==> src/rtl/loader_pkg.sv <==
// Shared constants and state type for the serial program loader.
package loader_pkg;

    localparam int DEPTH    = 16;
    localparam int ADDR_W   = 4;
    localparam int DATA_W   = 8;
    localparam int BITCNT_W = $clog2(DATA_W) + 1;

    typedef enum logic [1:0] {
        IDLE  = 2'd0,
        SHIFT = 2'd1,
        WRITE = 2'd2,
        DONE  = 2'd3
    } loader_state_t;

endpackage

==> src/rtl/program_loader_if.sv <==
// Host-side serial input and instruction-memory write port of the loader.
interface program_loader_if #(
    parameter int ADDR_W = loader_pkg::ADDR_W,
    parameter int DATA_W = loader_pkg::DATA_W
);

    logic              load_start;
    logic              load_abort;
    logic              ser_in;
    logic              ser_valid;
    logic              wr_en;
    logic [ADDR_W-1:0] wr_addr;
    logic [DATA_W-1:0] wr_data;
    logic              cpu_hold;
    logic              busy;
    logic              done;
    logic              overrun;

    modport master (
        output load_start, load_abort, ser_in, ser_valid,
        input  wr_en, wr_addr, wr_data, cpu_hold, busy, done, overrun
    );

    modport slave (
        input  load_start, load_abort, ser_in, ser_valid,
        output wr_en, wr_addr, wr_data, cpu_hold, busy, done, overrun
    );

endinterface

==> src/rtl/loader_shift_reg.sv <==
// Serial-to-parallel word assembler with bit counter.
module loader_shift_reg #(
    parameter int DATA_W   = loader_pkg::DATA_W,
    parameter int BITCNT_W = loader_pkg::BITCNT_W
) (
    input  logic              clk,
    input  logic              rst,
    input  logic              shift_en,
    input  logic              clr,
    input  logic              ser_in,
    output logic [DATA_W-1:0] word,
    output logic              full
);

    // Only the first DATA_W-1 bits are stored; the last bit is taken straight
    // from ser_in so the complete word is available on the edge that samples it.
    logic [DATA_W-2:0]   sreg;
    logic [BITCNT_W-1:0] bit_cnt;

    always_ff @(posedge clk or posedge rst) begin
        if (rst) begin
            sreg    <= '0;
            bit_cnt <= '0;
        end else if (clr) begin
            bit_cnt <= '0;
        end else if (shift_en) begin
            sreg    <= {sreg[DATA_W-3:0], ser_in};
            bit_cnt <= bit_cnt + 1'b1;
        end
    end

    assign word = {sreg, ser_in};
    assign full = shift_en && (bit_cnt == BITCNT_W'(DATA_W - 1));

endmodule

==> src/rtl/program_loader.sv <==
// Serial boot loader: assembles instruction words, writes them to instruction
// memory and keeps the CPU in reset until the whole program is loaded.
module program_loader #(
    parameter int DEPTH  = loader_pkg::DEPTH,
    parameter int ADDR_W = loader_pkg::ADDR_W,
    parameter int DATA_W = loader_pkg::DATA_W
) (
    input  logic             clk,
    input  logic             rst,
    program_loader_if.slave  lif
);

    import loader_pkg::*;

    loader_state_t     state;
    logic [ADDR_W-1:0] addr;
    logic [DATA_W-1:0] word;
    logic              word_full;
    logic              shift_en;
    logic              clr;

    // Abort must also freeze the assembler in the cycle it arrives.
    always_comb begin
        shift_en = (state == SHIFT) && lif.ser_valid && !lif.load_abort;
        clr      = ((state == IDLE) && lif.load_start) ||
                   ((state == WRITE) && !lif.load_abort);
    end

    loader_shift_reg #(
        .DATA_W   (DATA_W),
        .BITCNT_W (BITCNT_W)
    ) u_shift (
        .clk      (clk),
        .rst      (rst),
        .shift_en (shift_en),
        .clr      (clr),
        .ser_in   (lif.ser_in),
        .word     (word),
        .full     (word_full)
    );

    always_ff @(posedge clk or posedge rst) begin
        if (rst) begin
            state        <= IDLE;
            addr         <= '0;
            lif.wr_en    <= 1'b0;
            lif.wr_addr  <= '0;
            lif.wr_data  <= '0;
            lif.cpu_hold <= 1'b0;
            lif.busy     <= 1'b0;
            lif.done     <= 1'b0;
            lif.overrun  <= 1'b0;
        end else begin
            lif.wr_en <= 1'b0;
            lif.done  <= 1'b0;
            if ((state != IDLE) && lif.load_abort) begin
                state        <= IDLE;
                lif.cpu_hold <= 1'b0;
                lif.busy     <= 1'b0;
            end else begin
                case (state)
                    IDLE: begin
                        if (lif.load_start) begin
                            state        <= SHIFT;
                            addr         <= '0;
                            lif.overrun  <= 1'b0;
                            lif.cpu_hold <= 1'b1;
                            lif.busy     <= 1'b1;
                        end
                    end
                    SHIFT: begin
                        if (word_full) begin
                            state       <= WRITE;
                            lif.wr_en   <= 1'b1;
                            lif.wr_addr <= addr;
                            lif.wr_data <= word;
                        end
                    end
                    WRITE: begin
                        if (lif.ser_valid) begin
                            lif.overrun <= 1'b1;
                        end
                        if (addr == ADDR_W'(DEPTH - 1)) begin
                            state        <= DONE;
                            lif.done     <= 1'b1;
                            lif.cpu_hold <= 1'b0;
                        end else begin
                            addr  <= addr + 1'b1;
                            state <= SHIFT;
                        end
                    end
                    DONE: begin
                        state    <= IDLE;
                        lif.busy <= 1'b0;
                    end
                    default: begin
                        state <= IDLE;
                    end
                endcase
            end
        end
    end

endmodule

==> src/flat_wrapper.sv <==
// flat-port wrapper written by rule: the top's interface ports become plain ports
module program_loader_flat import loader_pkg::*;
#(
    parameter int DEPTH  = loader_pkg::DEPTH,
    parameter int ADDR_W = loader_pkg::ADDR_W,
    parameter int DATA_W = loader_pkg::DATA_W
)
  (clk, rst, lif_load_start, lif_load_abort, lif_ser_in, lif_ser_valid, lif_wr_en, lif_wr_addr, lif_wr_data, lif_cpu_hold, lif_busy, lif_done, lif_overrun);
  program_loader_if #(.ADDR_W(ADDR_W), .DATA_W(DATA_W)) lif_i ();
  input  logic clk;
  input  logic rst;
  input wire logic [$bits(lif_i.load_start)-1:0] lif_load_start;
  input wire logic [$bits(lif_i.load_abort)-1:0] lif_load_abort;
  input wire logic [$bits(lif_i.ser_in)-1:0] lif_ser_in;
  input wire logic [$bits(lif_i.ser_valid)-1:0] lif_ser_valid;
  output wire logic [$bits(lif_i.wr_en)-1:0] lif_wr_en;
  output wire logic [$bits(lif_i.wr_addr)-1:0] lif_wr_addr;
  output wire logic [$bits(lif_i.wr_data)-1:0] lif_wr_data;
  output wire logic [$bits(lif_i.cpu_hold)-1:0] lif_cpu_hold;
  output wire logic [$bits(lif_i.busy)-1:0] lif_busy;
  output wire logic [$bits(lif_i.done)-1:0] lif_done;
  output wire logic [$bits(lif_i.overrun)-1:0] lif_overrun;
  assign lif_i.load_start = lif_load_start;
  assign lif_i.load_abort = lif_load_abort;
  assign lif_i.ser_in = lif_ser_in;
  assign lif_i.ser_valid = lif_ser_valid;
  assign lif_wr_en = lif_i.wr_en;
  assign lif_wr_addr = lif_i.wr_addr;
  assign lif_wr_data = lif_i.wr_data;
  assign lif_cpu_hold = lif_i.cpu_hold;
  assign lif_busy = lif_i.busy;
  assign lif_done = lif_i.done;
  assign lif_overrun = lif_i.overrun;
  program_loader #(.DEPTH(DEPTH), .ADDR_W(ADDR_W), .DATA_W(DATA_W)) u_core (.clk(clk), .rst(rst), .lif(lif_i));
endmodule
==> config.mk <==
export PLATFORM = sky130hd
export DESIGN_NAME = program_loader_flat
export DESIGN_NICKNAME = d
export VERILOG_FILES = /design/src/rtl/loader_pkg.sv /design/src/rtl/program_loader_if.sv /design/src/rtl/loader_shift_reg.sv /design/src/rtl/program_loader.sv /design/src/flat_wrapper.sv
export SDC_FILE = /design/constraint.sdc
export NUM_CORES = 1
export LEC_CHECK = 0
export BUFFER_PORTS_ARGS = -buffer_cell sky130_fd_sc_hd__buf_4
export CAP_MARGIN = 20
export CORE_ASPECT_RATIO = 1.2
export CORE_MARGIN = 2
export CORE_UTILIZATION = 50
export CTS_CLUSTER_DIAMETER = 60
export DETAILED_ROUTE_END_ITERATION = 8
export GPL_TIMING_DRIVEN = 0
export PLACE_DENSITY = 0.78
export SLEW_MARGIN = 25
export SYNTH_ARGS = -nofsm -noshare
export SYNTH_HDL_FRONTEND = slang
export SYNTH_HIERARCHICAL = 1
export SYNTH_SLANG_ARGS = --single-unit
==> constraint.sdc <==
create_clock -name clk -period 3.26 [get_ports clk]
set_input_delay 0.489 -clock clk [delete_from_list [all_inputs] [get_ports clk]]
set_output_delay 0.489 -clock clk [all_outputs]
set_load 0.01 [all_outputs]
Word level (Yosys, flattened, before mapping)
Index checks and enable logic that the tools add are counted.
{"block": "totals", "regBits": 34, "elab_cells": 72}
{"block": "classes", "n_addsub": 2, "eq_ne": 11, "muxes": 25, "bitwise_logic": 2, "reduce_logical": 21}
{"op": "$mux 4", "n": 4}
{"op": "$mux 1", "n": 12}
{"op": "$ne 3x3->1 const B", "n": 3}
{"op": "$add 4x1->4 const B", "n": 2}
{"op": "$mux 2", "n": 4}
{"op": "$pmux 2 s4", "n": 1}
{"op": "$pmux 4 s2", "n": 1}
{"op": "$reduce_and 4->1", "n": 2}
{"op": "$logic_and 1x1->1", "n": 6}
{"op": "$ne 2x2->1 const B", "n": 3}
{"op": "$pmux 1 s2", "n": 3}
{"op": "$reduce_and 2->1", "n": 3}
{"op": "$reduce_and 3->1", "n": 2}
{"op": "$reduce_bool 2->1", "n": 3}
{"op": "$reduce_bool 3->1", "n": 2}
{"op": "$eq 2x2->1 const B", "n": 2}
{"op": "$eq 4x3->1 const B", "n": 1}
{"op": "$eq 4x4->1 const B", "n": 1}
{"op": "$eq 2x1->1 const B", "n": 1}
{"op": "$logic_not 2->1", "n": 1}
{"op": "$not 1->1", "n": 2}
{"op": "$logic_not 1->1", "n": 1}
{"op": "$logic_or 1x1->1", "n": 1}

Depth between registers and ports, before layout
Gate-level depths: netlist (run 1).
{"block": "depth", "ltp_word": 7, "ltp_mapped": 7}

By module
Netlist (run 1), hierarchy kept.
{"module": "program_loader", "n_inst": 1, "cells_each": 89, "area_each_um2": 1043.5}
{"module": "loader_shift_reg", "n_inst": 1, "cells_each": 36, "area_each_um2": 528.0}

Least setup slack after synthesis (run 1)
OpenSTA, ideal clock, no wires.
{"block": "synth_path", "path_type": "in2reg", "from": "input lif_load_abort", "to": "register u_core.lif.wr_addr[3]", "setup_time_ps": 127, "arrival_ps": 2136, "slack_ps": 997, "cell_stages": 7, "cell_sequence": "buf_2 -> nor4b_1 -> buf_6 -> and4b_1 -> nor4b_4 -> buf_6 -> mux2_1"}
{"block": "synth_via", "elab_chain_len": 4, "elab_cells_between_ends": 6}
{"item": "start, declared", "line": "flat_wrapper.sv:13", "text": "input wire logic [$bits(lif_i.load_abort)-1:0] lif_load_abort;"}
{"item": "$logic_not 1->1", "line": "program_loader.sv:24", "text": "shift_en = (state == SHIFT) && lif.ser_valid && !lif.load_abort;"}
{"item": "$logic_and 1x1->1", "line": "program_loader.sv:24"}
{"item": "named net u_core.shift_en", "line": "program_loader.sv:19", "text": "logic shift_en;"}
{"item": "$logic_and 1x1->1", "line": "loader_shift_reg.sv:33", "text": "assign full = shift_en && (bit_cnt == BITCNT_W'(DATA_W - 1));"}
{"item": "named net u_core.word_full", "line": "program_loader.sv:18", "text": "logic word_full;"}
{"item": "$reduce_and 3->1 (no line)"}
{"item": "end signal, assigned", "line": "program_loader.sv:75", "text": "lif.wr_addr <= addr;"}
{"item": "end, declared", "line": "program_loader_if.sv:26", "text": "output wr_en, wr_addr, wr_data, cpu_hold, busy, done, overrun"}
The timed path passes the listed nets, and every way through them passes these cells.
A chain may end at the register's enable or synchronous reset.

Worst setup path after layout (run 1)
{"block": "layout_path", "from": "register u_core.state[1]", "to": "register u_core.lif.wr_data[6]"}
{"block": "layout_via", "elab_chain_len": 5, "elab_cells_between_ends": 8}
{"item": "start, declared", "line": "program_loader.sv:15", "text": "loader_state_t state;"}
{"item": "start signal, assigned", "line": "program_loader.sv:44", "text": "state <= IDLE;"}
{"item": "start signal, assigned", "line": "program_loader.sv:57", "text": "state <= IDLE;"}
{"item": "start signal, assigned", "line": "program_loader.sv:64", "text": "state <= SHIFT;"}
{"item": "$eq 2x1->1", "line": "program_loader.sv:24"}
{"item": "$logic_and 1x1->1 (2 in a row)", "line": "program_loader.sv:24"}
{"item": "named net u_core.shift_en", "line": "program_loader.sv:19"}
{"item": "$logic_and 1x1->1", "line": "loader_shift_reg.sv:33"}
{"item": "named net u_core.word_full", "line": "program_loader.sv:18"}
{"item": "$reduce_and 3->1 (no line)"}
{"item": "end signal, assigned", "line": "program_loader.sv:76", "text": "lif.wr_data <= word;"}
{"item": "end, declared", "line": "program_loader_if.sv:26"}
The timed path passes the listed nets, and every way through them passes these cells.

==> qor.csv, run 1 <==
metric,value,unit
period utilization,78.8,%
area of the die,3610,sq um
die extent in x,55.2,um
leakage component of the power,0.952,nW
portion of total power attributed to the clock network,27.4,%
most common flop cell mapped by yosys,dfrtp_1,
dominant cells by area after synthesis,"dfrtp_1 54%, mux2_4 6.7%, mux2_1 6.4%",
launch point of the worst reg-to-reg path,u_core/state[1],
row count,22,
critical path peak fanout,10,
vertical extent of the die,65.4,um
worst endpoint required time,3.49,ns
setup tns final,0,ns
routed length per placed instance,15.4,um
kind of critical path,flip-flop to flip-flop,
number of synthesis warnings,6,
cells along the critical path,"buf_2, nor4b_1, buf_6, and4b_1, nor4b_4, buf_6, mux2_1",
Core Area,3030,sq um
ratio of total power to cell area,478,nW/um^2
worst setup slack for register-to-register paths,0.69,ns
NetSw,228,uW
unrepaired setup endpoints after global routing,no,
global-route total usage across every layer,19.3,%
Worst slew margin,43.3,%
number of resized instances in the post-cts repair step,0,
share of total power in combinational logic,15.1,%
final setup violation count,0,
share of flip-flops with an asynchronous set or reset after synthesis,100,%
"Slowest-stage cell, CP",dfrtp_1,
number of nets in the layout,162,
number of global-route vias before repair,1088,
Sinks on Clock Net,34,
Switching Fraction,25.9,%
Max Buffers Root-to-Sink,2,
initial antenna violation count,0,
number of I/O pins,23,
number of DRC markers after the initial detailed-route iteration,18,
mean cell area of the mapped netlist,12.6,sq um
highest achievable clock rate,0.389,GHz
Worst-Margin Slew,0.849,ns
end of the worst register-to-register path,u_core/lif.wr_data[6],
hold crit path type,primary input to asynchronous set/reset pin,
clock latency on the worst-skew pair,0.34,ns
root buf cell,clkbuf_4,
clock tree from TritonCTS,done,
flip-flop and latch count after synthesis,34,
initial core utilization,51.9,%
maximum number of pins on one net before global-route repair,24,
crit path DAT,2.80,ns
layout cells sized above 1,32.3,%
clock edge transition at the registers on the reported setup and hold paths,0.10,ns
setup fix buffers added after clock tree synthesis,0,
DRC Markers,0,
Port Buffers,22,
H-Tree Level Count,2,
Max VDD drop,256,uV
ranking of synthesized cells by instance count,"34 x dfrtp_1, 9 x mux2_1, 8 x o21ai_0",
via count normalized by instance count,5.65,
Post-Syn Instances,125,
sequential element share of the synthesized area,54.1,%
post-synth top area share,54.1,%
most common cell in the synthesized netlist,dfrtp_1,
vias post-DR,1079,
fin. max-slew vios,0,
Cell Int Power,652,uW
ANT nets after route,0,
cts bufs inserted,5,
number of iterations in the first detailed-routing pass,4,
hold violation total from the final report,0,
outcome,completed,
placed instance count,183,
final standard cell count with taps included and fillers excluded,191,
Critical Path Most Common Cell,buf_6,
peak per-stage delay on the critical path,0.45,ns
worst reg2reg path depth,7,
Post-synth EDFFs,0,
Hold Buf Count CTS,0,
global-route wire length before repair,4820,um
core utilization of the finished layout,60.8,%
post-layout min period,2.57,ns
Detail Placement HPWL,2130,um
sequential cell fraction of total power,57.6,%
category of the worst setup path capture point,flip-flop,
number of max-cap violations,0,
post-synthesis cell area,1570,sq um
nature of the critical path startpoint,flip-flop,
Unique masters post-synth,38,
Inserted Diodes,0,
total congestion overflow,0,
most area-hungry cell type in the Yosys netlist,dfrtp_1,
clock skew,0.00552,ns
Synth-to-Final Area Change,17.2,%
syn_nets,133,
placer's final routability congestion estimate,0.840,
power consumption,880,uW
drt total wl,2940,um
==> worst max-delay path: cells and delay by family, from the launching register on <==
family / cells / cell delay (ns)
simple gates: 3 / 1.05
flops: 1 / 0.45
mux: 1 / 0.34
buf+inv: 3 / 0.61
==> placed cells by master, fill, tap and decap left out, drive strengths merged, types with 4 or more instances in the layout <==
cell type  synthesis  final
o21ai              8      8
dfrtp             34     34
mux2              20     20
nand2              6      6
clkbuf             1      8
nand3              4      4
buf                6     28
nor2               5      5
nand2b             5      5
inv                7      7
==> logic make-up (layout without fill, tap and decap cells) <==
family,count (synthesis),in the layout,share of synthesized area (%)
flops,34,34,54.1
simple gates,34,34,13.9
mux,22,22,17.3
compound gates,18,18,7.33
buf+inv,14,44,5.17
fa+ha+maj,2,2,1.59
xor+xnor,1,1,0.557
==> layout make-up <==
cell class	count	area, sq um
fillers	270	1190
well taps	36	45.0
repair buffers	22	165
clock inverters	1	5.00
multi-input cells	77	639
inverters	7	26.3
flip-flops and latches	34	851
plain buffers	7	55.1
clock buffers	7	55.1
==> power groups by stage <==
| stage | clock network (mW) | registers (mW) | logic (mW) |
|---|---|---|---|
| 4_1_cts | 0.247 | 0.507 | 0.134 |
| 3_3_place_gp | 0 | 0.512 | 0.129 |
| 5_1_grt | 0.270 | 0.514 | 0.145 |
| 2_1_floorplan | 0 | 0.504 | 0.103 |
| 3_5_place_dp | 0 | 0.515 | 0.133 |
| 6_report | 0.241 | 0.507 | 0.133 |
==> stage by stage <==
stage	instance area, sq um	hold slack (ns)	worst slack, ns
floorplan	1570	0.341	0.997
global placement	1780	0.469	0.665
global route	1840	0.152	0.510
CTS	1840	0.135	0.713
finish	1840	0.126	0.690
detailed placement	1780	0.476	0.621
==> sequential cells by signal, summed over array words and instances, names as in the netlist, 2 cells and up <==
name,cells
u_core/lif.wr_addr,4
u_core/state,2
u_core/lif.wr_data,8
u_core/addr,4
u_core/u_shift/sreg,7
u_core/u_shift/bit_cnt,4
==> routing by layer <==
metal	vias to the layer above	global-route usage (%)	share of wire [%]
met4	0	12.8	3.3
met3	10	5.68	6.0
li1	492	-	-
met5	-	0	0
met1	541	20.1	39
met2	36	32.1	52
==> how the worst max path moves through the flow <==
| stage | from | end | slack (ns) |
|---|---|---|---|
| after global routing | u_core/state[1] | u_core/lif.wr_data[4] | 0.51 |
| final | u_core/state[1] | u_core/lif.wr_data[6] | 0.69 |
| after floorplan | lif_load_abort | u_core/lif.wr_addr[3] | 1.0 |
| after global placement | lif_load_abort | u_core/lif.wr_data[0] | 0.67 |
| after CTS | u_core/state[1] | u_core/lif.wr_data[4] | 0.71 |
| after detailed placement | lif_load_abort | u_core/lif.wr_data[4] | 0.62 |
Note: power is estimated with default switching activity, not from simulation.
==> run 2, diff against run 1 <==
- PLACE_DENSITY: 0.78 -> 0.81
- clock period: 3.26 -> 2.3 ns (I/O delays scaled with it)
==> qor.csv, run 2 (synthesis results as in run 1) <==
metric,value,unit
hold violation total from the final report,0,
global-route wire length before repair,4880,um
placer's final routability congestion estimate,0.753,
nature of the critical path startpoint,flip-flop,
cts bufs inserted,5,
area of the die,3610,sq um
peak per-stage delay on the critical path,0.39,ns
number of max-cap violations,0,
Max VDD drop,544,uV
Critical Path Most Common Cell,nor4b_4,
critical path peak fanout,10,
period utilization,94.6,%
kind of critical path,flip-flop to flip-flop,
number of global-route vias before repair,1057,
launch point of the worst reg-to-reg path,u_core/state[1],
initial antenna violation count,0,
final setup violation count,0,
Top Family by Delay on Critical Path,simple AND/OR/NAND/NOR gates,
area post-placement,1780,sq um
ANT nets after route,0,
Worst slew margin,39.3,%
final instance area,1930,sq um
"flip-flop count of the largest register, all copies and words added",8,
number of iterations in the first detailed-routing pass,4,
Core Area,3030,sq um
most frequent standard cell in the layout excluding fill and tap cells,dfrtp_1,
die extent in x,55.2,um
category of the worst setup path capture point,flip-flop,
Crit. path cell count,7,
highest-count cells in the layout ignoring fill and taps,"34 x dfrtp_1, 30 x buf_4, 9 x mux2_1",
Port Buffers,22,
registers with the most flip-flops,"u_core/lif.wr_data x8, u_core/u_shift/sreg x7",
critical path buffer and inverter count,3,
fin. max-slew vios,0,
clock latency on the worst-skew pair,0.34,ns
highest achievable clock rate,0.460,GHz
root buf cell,clkbuf_4,
maximum number of pins on one net before global-route repair,24,
layout cells sized above 1,36.8,%
H-Tree Level Count,2,
tightest hold margin,0.232,ns
number of I/O pins,23,
drt total wl,2920,um
global-route total usage across every layer,19.5,%
least setup slack across all paths after layout,0.124,ns
Hold Path Cell Cnt,3,
core utilization of the finished layout,63.6,%
initial core utilization,51.9,%
worst reg2reg path depth,7,
DRC Markers,0,
number of nets in the layout,170,
Inserted Diodes,0,
total congestion overflow,0,
Worst-Margin Slew,0.910,ns
clock skew,0.00930,ns
clock edge transition at the registers on the reported setup and hold paths,0.10,ns
vertical extent of the die,65.4,um
worst setup slack before clock tree synthesis,-0.222,ns
Max Buffers Root-to-Sink,2,
Detail Placement HPWL,1970,um
hold crit path type,primary input to flip-flop,
ratio of total power to cell area,661,nW/um^2
worst endpoint required time,2.53,ns
Sinks on Clock Net,34,
leakage component of the power,0.998,nW
register name with the most flops,u_core/lif.wr_data,
Synth-to-Final Area Change,22.6,%
cells along the critical path,"clkbuf_4, nor4b_4, buf_6, and4b_2, nor4b_4, buf_4, mux2_1",
min-delay src,lif_load_start,
outcome,completed,
number of DRC markers after the initial detailed-route iteration,18,
"Slowest-stage cell, CP",dfrtp_1,
routed length per placed instance,14.7,um
post-layout min period,2.18,ns
crit path DAT,2.41,ns
power consumption,1.27,mW
clock tree from TritonCTS,done,
row count,22,
vias post-DR,1081,
via count normalized by instance count,5.43,
CP Launch Point,u_core/state[1],
-- run 2: cell types whose count changed in the layout (fill, tap and decap cells not counted) --
cell           previous run  this run
dlygate4sd3_1             0         1
and4b_1                   1         0
clkbuf_1                  2         1
clkinvlp_4                0         1
buf_4                    23        30
clkbuf_4                  5         6
nor4b_1                   1         0
nor4b_4                   1         2
and4b_2                   0         1
buf_2                     2         1
-- run 2: layout make-up --
cell class                 count  area (sq um)
clock inverter                 2          12.5
multi-input combinational     77           656
fill                         239          1100
timing repair buffer          30           228
clock buffer                   6          51.3
sequential                    34           851
tap                           36          45.0
buffer                         7          57.6
inverter                       7          26.3
-- run 2: report_power, final --
group          internal [mW]  switching [mW]  total [mW]
sequential             0.663          0.0543       0.717
clock                  0.147           0.210       0.357
combinational          0.118          0.0808       0.199
-- run 2: worst min-delay path, cell delays in order --
cell and delay [ns]:
buf_4 0.10, nand2_1 0.04, nand2_1 0.05
-- run 2: worst paths after layout --
path | end | slack, ns
max reg2reg | u_core/lif.wr_data[2] | 0.12
max | u_core/lif.wr_data[2] | 0.12
min reg2reg | u_core/lif.wr_data[2] | 0.50
min | u_core/lif.busy | 0.23
max in group asynchronous | u_core/lif.done | 0.98
min in group asynchronous | u_core/u_shift/sreg[2] | 0.56
-- run 2: timing repair --
action                                  CTS  global route
cloned                                    1             0
endpoints found under the setup margin   12            12
hold endpoints to repair                  1             0
setup buffers                             4             2
gates resized for setup                   2             3
pin swaps                                 0             1
hold buffers                              1             0
-- run 2: metal layers --
metal | track usage [%] | up-vias | wire, um
met5 | 0 | - | 0
met4 | 8.23 | 0 | 55
met3 | 6.82 | 6 | 124
met2 | 30.2 | 23 | 1500
met1 | 24.3 | 540 | 1250
li1 | - | 512 | -
-- run 2: metrics by stage --
step | std cells | TNS [ns]
floorplan | 125 | 0
global placement | 183 | -1.24
detailed placement | 183 | -2.05
CTS | 197 | 0
global route | 199 | -0.0103
finish | 199 | 0
==> run 3, diff against run 2 <==
- ABC_AREA: not set -> 1
- RECOVER_POWER: not set -> 25
- SETUP_SLACK_MARGIN: not set -> 0.5
==> qor.csv, run 3 <==
metric,value,unit
failing checks,negative hold slack,
tightest hold margin,-0.0122,ns
highest achievable clock rate,0.597,GHz
global-route wire length before repair,5050,um
area of the die,3500,sq um
Worst-Margin Slew,0.857,ns
Critical Path Most Common Cell,nand2_1,
Inserted Diodes,0,
portion of total power attributed to the clock network,25.3,%
drt total wl,2800,um
number of DRC markers after the initial detailed-route iteration,51,
hold crit path type,primary input to asynchronous set/reset pin,
clock tree from TritonCTS,done,
post-synth top area share,55.9,%
worst setup slack before clock tree synthesis,0.247,ns
dominant cells by area after synthesis,"dfrtp_1 56%, nand2_1 13%, nand2_2 5.8%",
worst endpoint required time,2.53,ns
category of the worst setup path capture point,flip-flop,
Hold Buf Count CTS,0,
core utilization of the finished layout,64.1,%
fin. max-slew vios,0,
power consumption,1.74,mW
vertical extent of the die,64.5,um
Unique masters post-synth,23,
share of total power in combinational logic,27.2,%
Port Buffers,22,
Post-Syn Instances,169,
via count normalized by instance count,5.15,
DRC Markers,0,
kind of critical path,flip-flop to flip-flop,
period utilization,72.8,%
critical path peak fanout,10,
number of I/O pins,23,
most frequent standard cell in the layout excluding fill and tap cells,nand2_1,
die extent in x,54.4,um
Detail Placement HPWL,2110,um
outcome,"finished, violations left",
Sinks on Clock Net,34,
clock latency on the worst-skew pair,0.33,ns
least setup slack across all paths after layout,0.625,ns
clock edge transition at the registers on the reported setup and hold paths,0.10,ns
number of resized instances in the post-cts repair step,1,
vias post-DR,1195,
Max VDD drop,623,uV
clock skew,0.0113,ns
number of global-route vias before repair,1204,
most area-hungry cell type in the Yosys netlist,dfrtp_1,
Post-synth EDFFs,0,
number of nets in the layout,206,
Worst slew margin,42.8,%
registers with the most flip-flops,"u_core/lif.wr_data x8, u_core/u_shift/sreg x7",
Synth-to-Final Area Change,19.4,%
Core Area,2840,sq um
number of synthesis warnings,6,
leakage component of the power,0.989,nW
layout cells sized above 1,30.8,%
Filler cells,243,
"flip-flop count of the largest register, all copies and words added",8,
mean cell area of the mapped netlist,9.01,sq um
number of iterations in the first detailed-routing pass,4,
register name with the most flops,u_core/lif.wr_data,
cts bufs inserted,5,
ratio of total power to cell area,957,nW/um^2
global-route total usage across every layer,19.7,%
Cell Int Power,1.15,mW
most common flop cell mapped by yosys,dfrtp_1,
sequential cell fraction of total power,47.5,%
sequential element share of the synthesized area,55.9,%
post-layout min period,1.67,ns
flip-flop and latch count after synthesis,34,
root buf cell,clkbuf_4,
post-synthesis cell area,1520,sq um
syn_nets,177,
ANT nets after route,0,
H-Tree Level Count,2,
NetSw,592,uW
initial core utilization,53.7,%
nature of the critical path startpoint,flip-flop,
placer's final routability congestion estimate,0.772,
hold violation total from the final report,9,
maximum number of pins on one net before global-route repair,24,
ranking of synthesized cells by instance count,"51 x nand2_1, 34 x dfrtp_1, 14 x inv_1, 14 x nand2_2, 14 x nor2_1",
cells along the critical path,"inv_1, nand2_1, nor2_4, nand3_1, nor2_2, nand2_4, buf_2, nand2_1, nand2_1",
final setup violation count,0,
Switching Fraction,34.0,%
unrepaired setup endpoints after global routing,no,
row count,21,
routed length per placed instance,12.1,um
share of flip-flops with an asynchronous set or reset after synthesis,100,%
most common cell in the synthesized netlist,nand2_1,
initial antenna violation count,0,
Max Buffers Root-to-Sink,2,
highest-count cells in the layout ignoring fill and taps,"51 x nand2_1, 34 x dfrtp_1, 22 x buf_4",
setup fix buffers added after clock tree synthesis,0,
number of max-cap violations,0,
"Slowest-stage cell, CP",dfrtp_1,
setup tns final,0,ns
peak per-stage delay on the critical path,0.41,ns
total congestion overflow,0,
crit path DAT,1.90,ns
==> run 3: cell count changes after synthesis, moves of 3 or more <==
cell      delta
nand2_1     +45
nand2_2     +14
mux2_1       -9
nor2_1       +9
inv_1        +8
mux2_4       -7
nand3_1      +6
o21ai_0      -6
o21ai_1      +5
mux2_2       -4
nand2b_1     -4
o21ai_2      +4
a21oi_2      +3
==> run 3: worst paths after layout <==
check,start,to,slack (ns),depth (start not counted)
setup / recovery,u_core/state[1],u_core/lif.wr_addr[2],0.63,9
hold / removal,rst,u_core/u_shift/bit_cnt[1],-0.01,2
setup reg to reg,u_core/state[1],u_core/lif.wr_addr[2],0.63,9
hold reg to reg,u_core/lif.cpu_hold,u_core/lif.cpu_hold,0.48,2
max in group asynchronous,rst,u_core/state[1],1.59,2
min in group clk,lif_ser_in,u_core/u_shift/sreg[0],0.27,3
==> run 3: final cells by class <==
| cell class | instances | area (sq um) | area share [%] |
|---|---|---|---|
| Sequential cell | 34 | 851 | 46.8 |
| Multi-Input combinational cell | 116 | 589 | 32.4 |
| Timing Repair Buffer | 22 | 161 | 8.88 |
| Inverter | 15 | 57.6 | 3.17 |
| Clock buffer | 6 | 51.3 | 2.82 |
| Tap cell | 34 | 42.5 | 2.34 |
| Buffer | 4 | 35.0 | 1.93 |
| Clock inverter | 1 | 30.0 | 1.65 |
==> run 3: worst max-delay path, delay by kind of cell, from the launching register on <==
family | cells | cell delay, ns
simple gates | 7 | 0.85
buf+inv | 2 | 0.32
flops | 1 | 0.41
==> run 3: per-layer routing <==
layer  vias to the layer above  routed length (um)  track usage (%)  part of all wire, %
met5                         -                   0                0                    0
met4                         0                  36             5.31                  1.3
met3                         4                 117             7.83                  4.2
met2                        21                1470             33.0                   52
met1                       586                1180             22.8                   42
li1                        584                   -                -                    -
==> run 3: stage by stage <==
stage | cells | instance area [sq um]
floorplan | 169 | 1520
global placement | 225 | 1730
detailed placement | 225 | 1730
CTS | 232 | 1810
global route | 232 | 1820
finish | 232 | 1820
==> run 3: power groups by stage <==
stage	Clock, mW	Sequential, mW	Combinational [mW]
floorplan	0	0.827	0.347
global placement	0	0.828	0.446
detailed placement	0	0.836	0.471
CTS	0.450	0.824	0.474
global route	0.492	0.840	0.548
finish	0.440	0.826	0.474
==> run 3: cells by family (layout without fill, tap and decap cells) <==
family / after synthesis / after routing / share of synthesized area [%]
and+or+nand+nor: 96 / 96 / 28.7
DFF: 34 / 34 / 55.9
buffers and inverters: 19 / 48 / 6.08
AOI/OAI and AO/OA: 18 / 18 / 7.72
adders and majority gates: 2 / 2 / 1.64
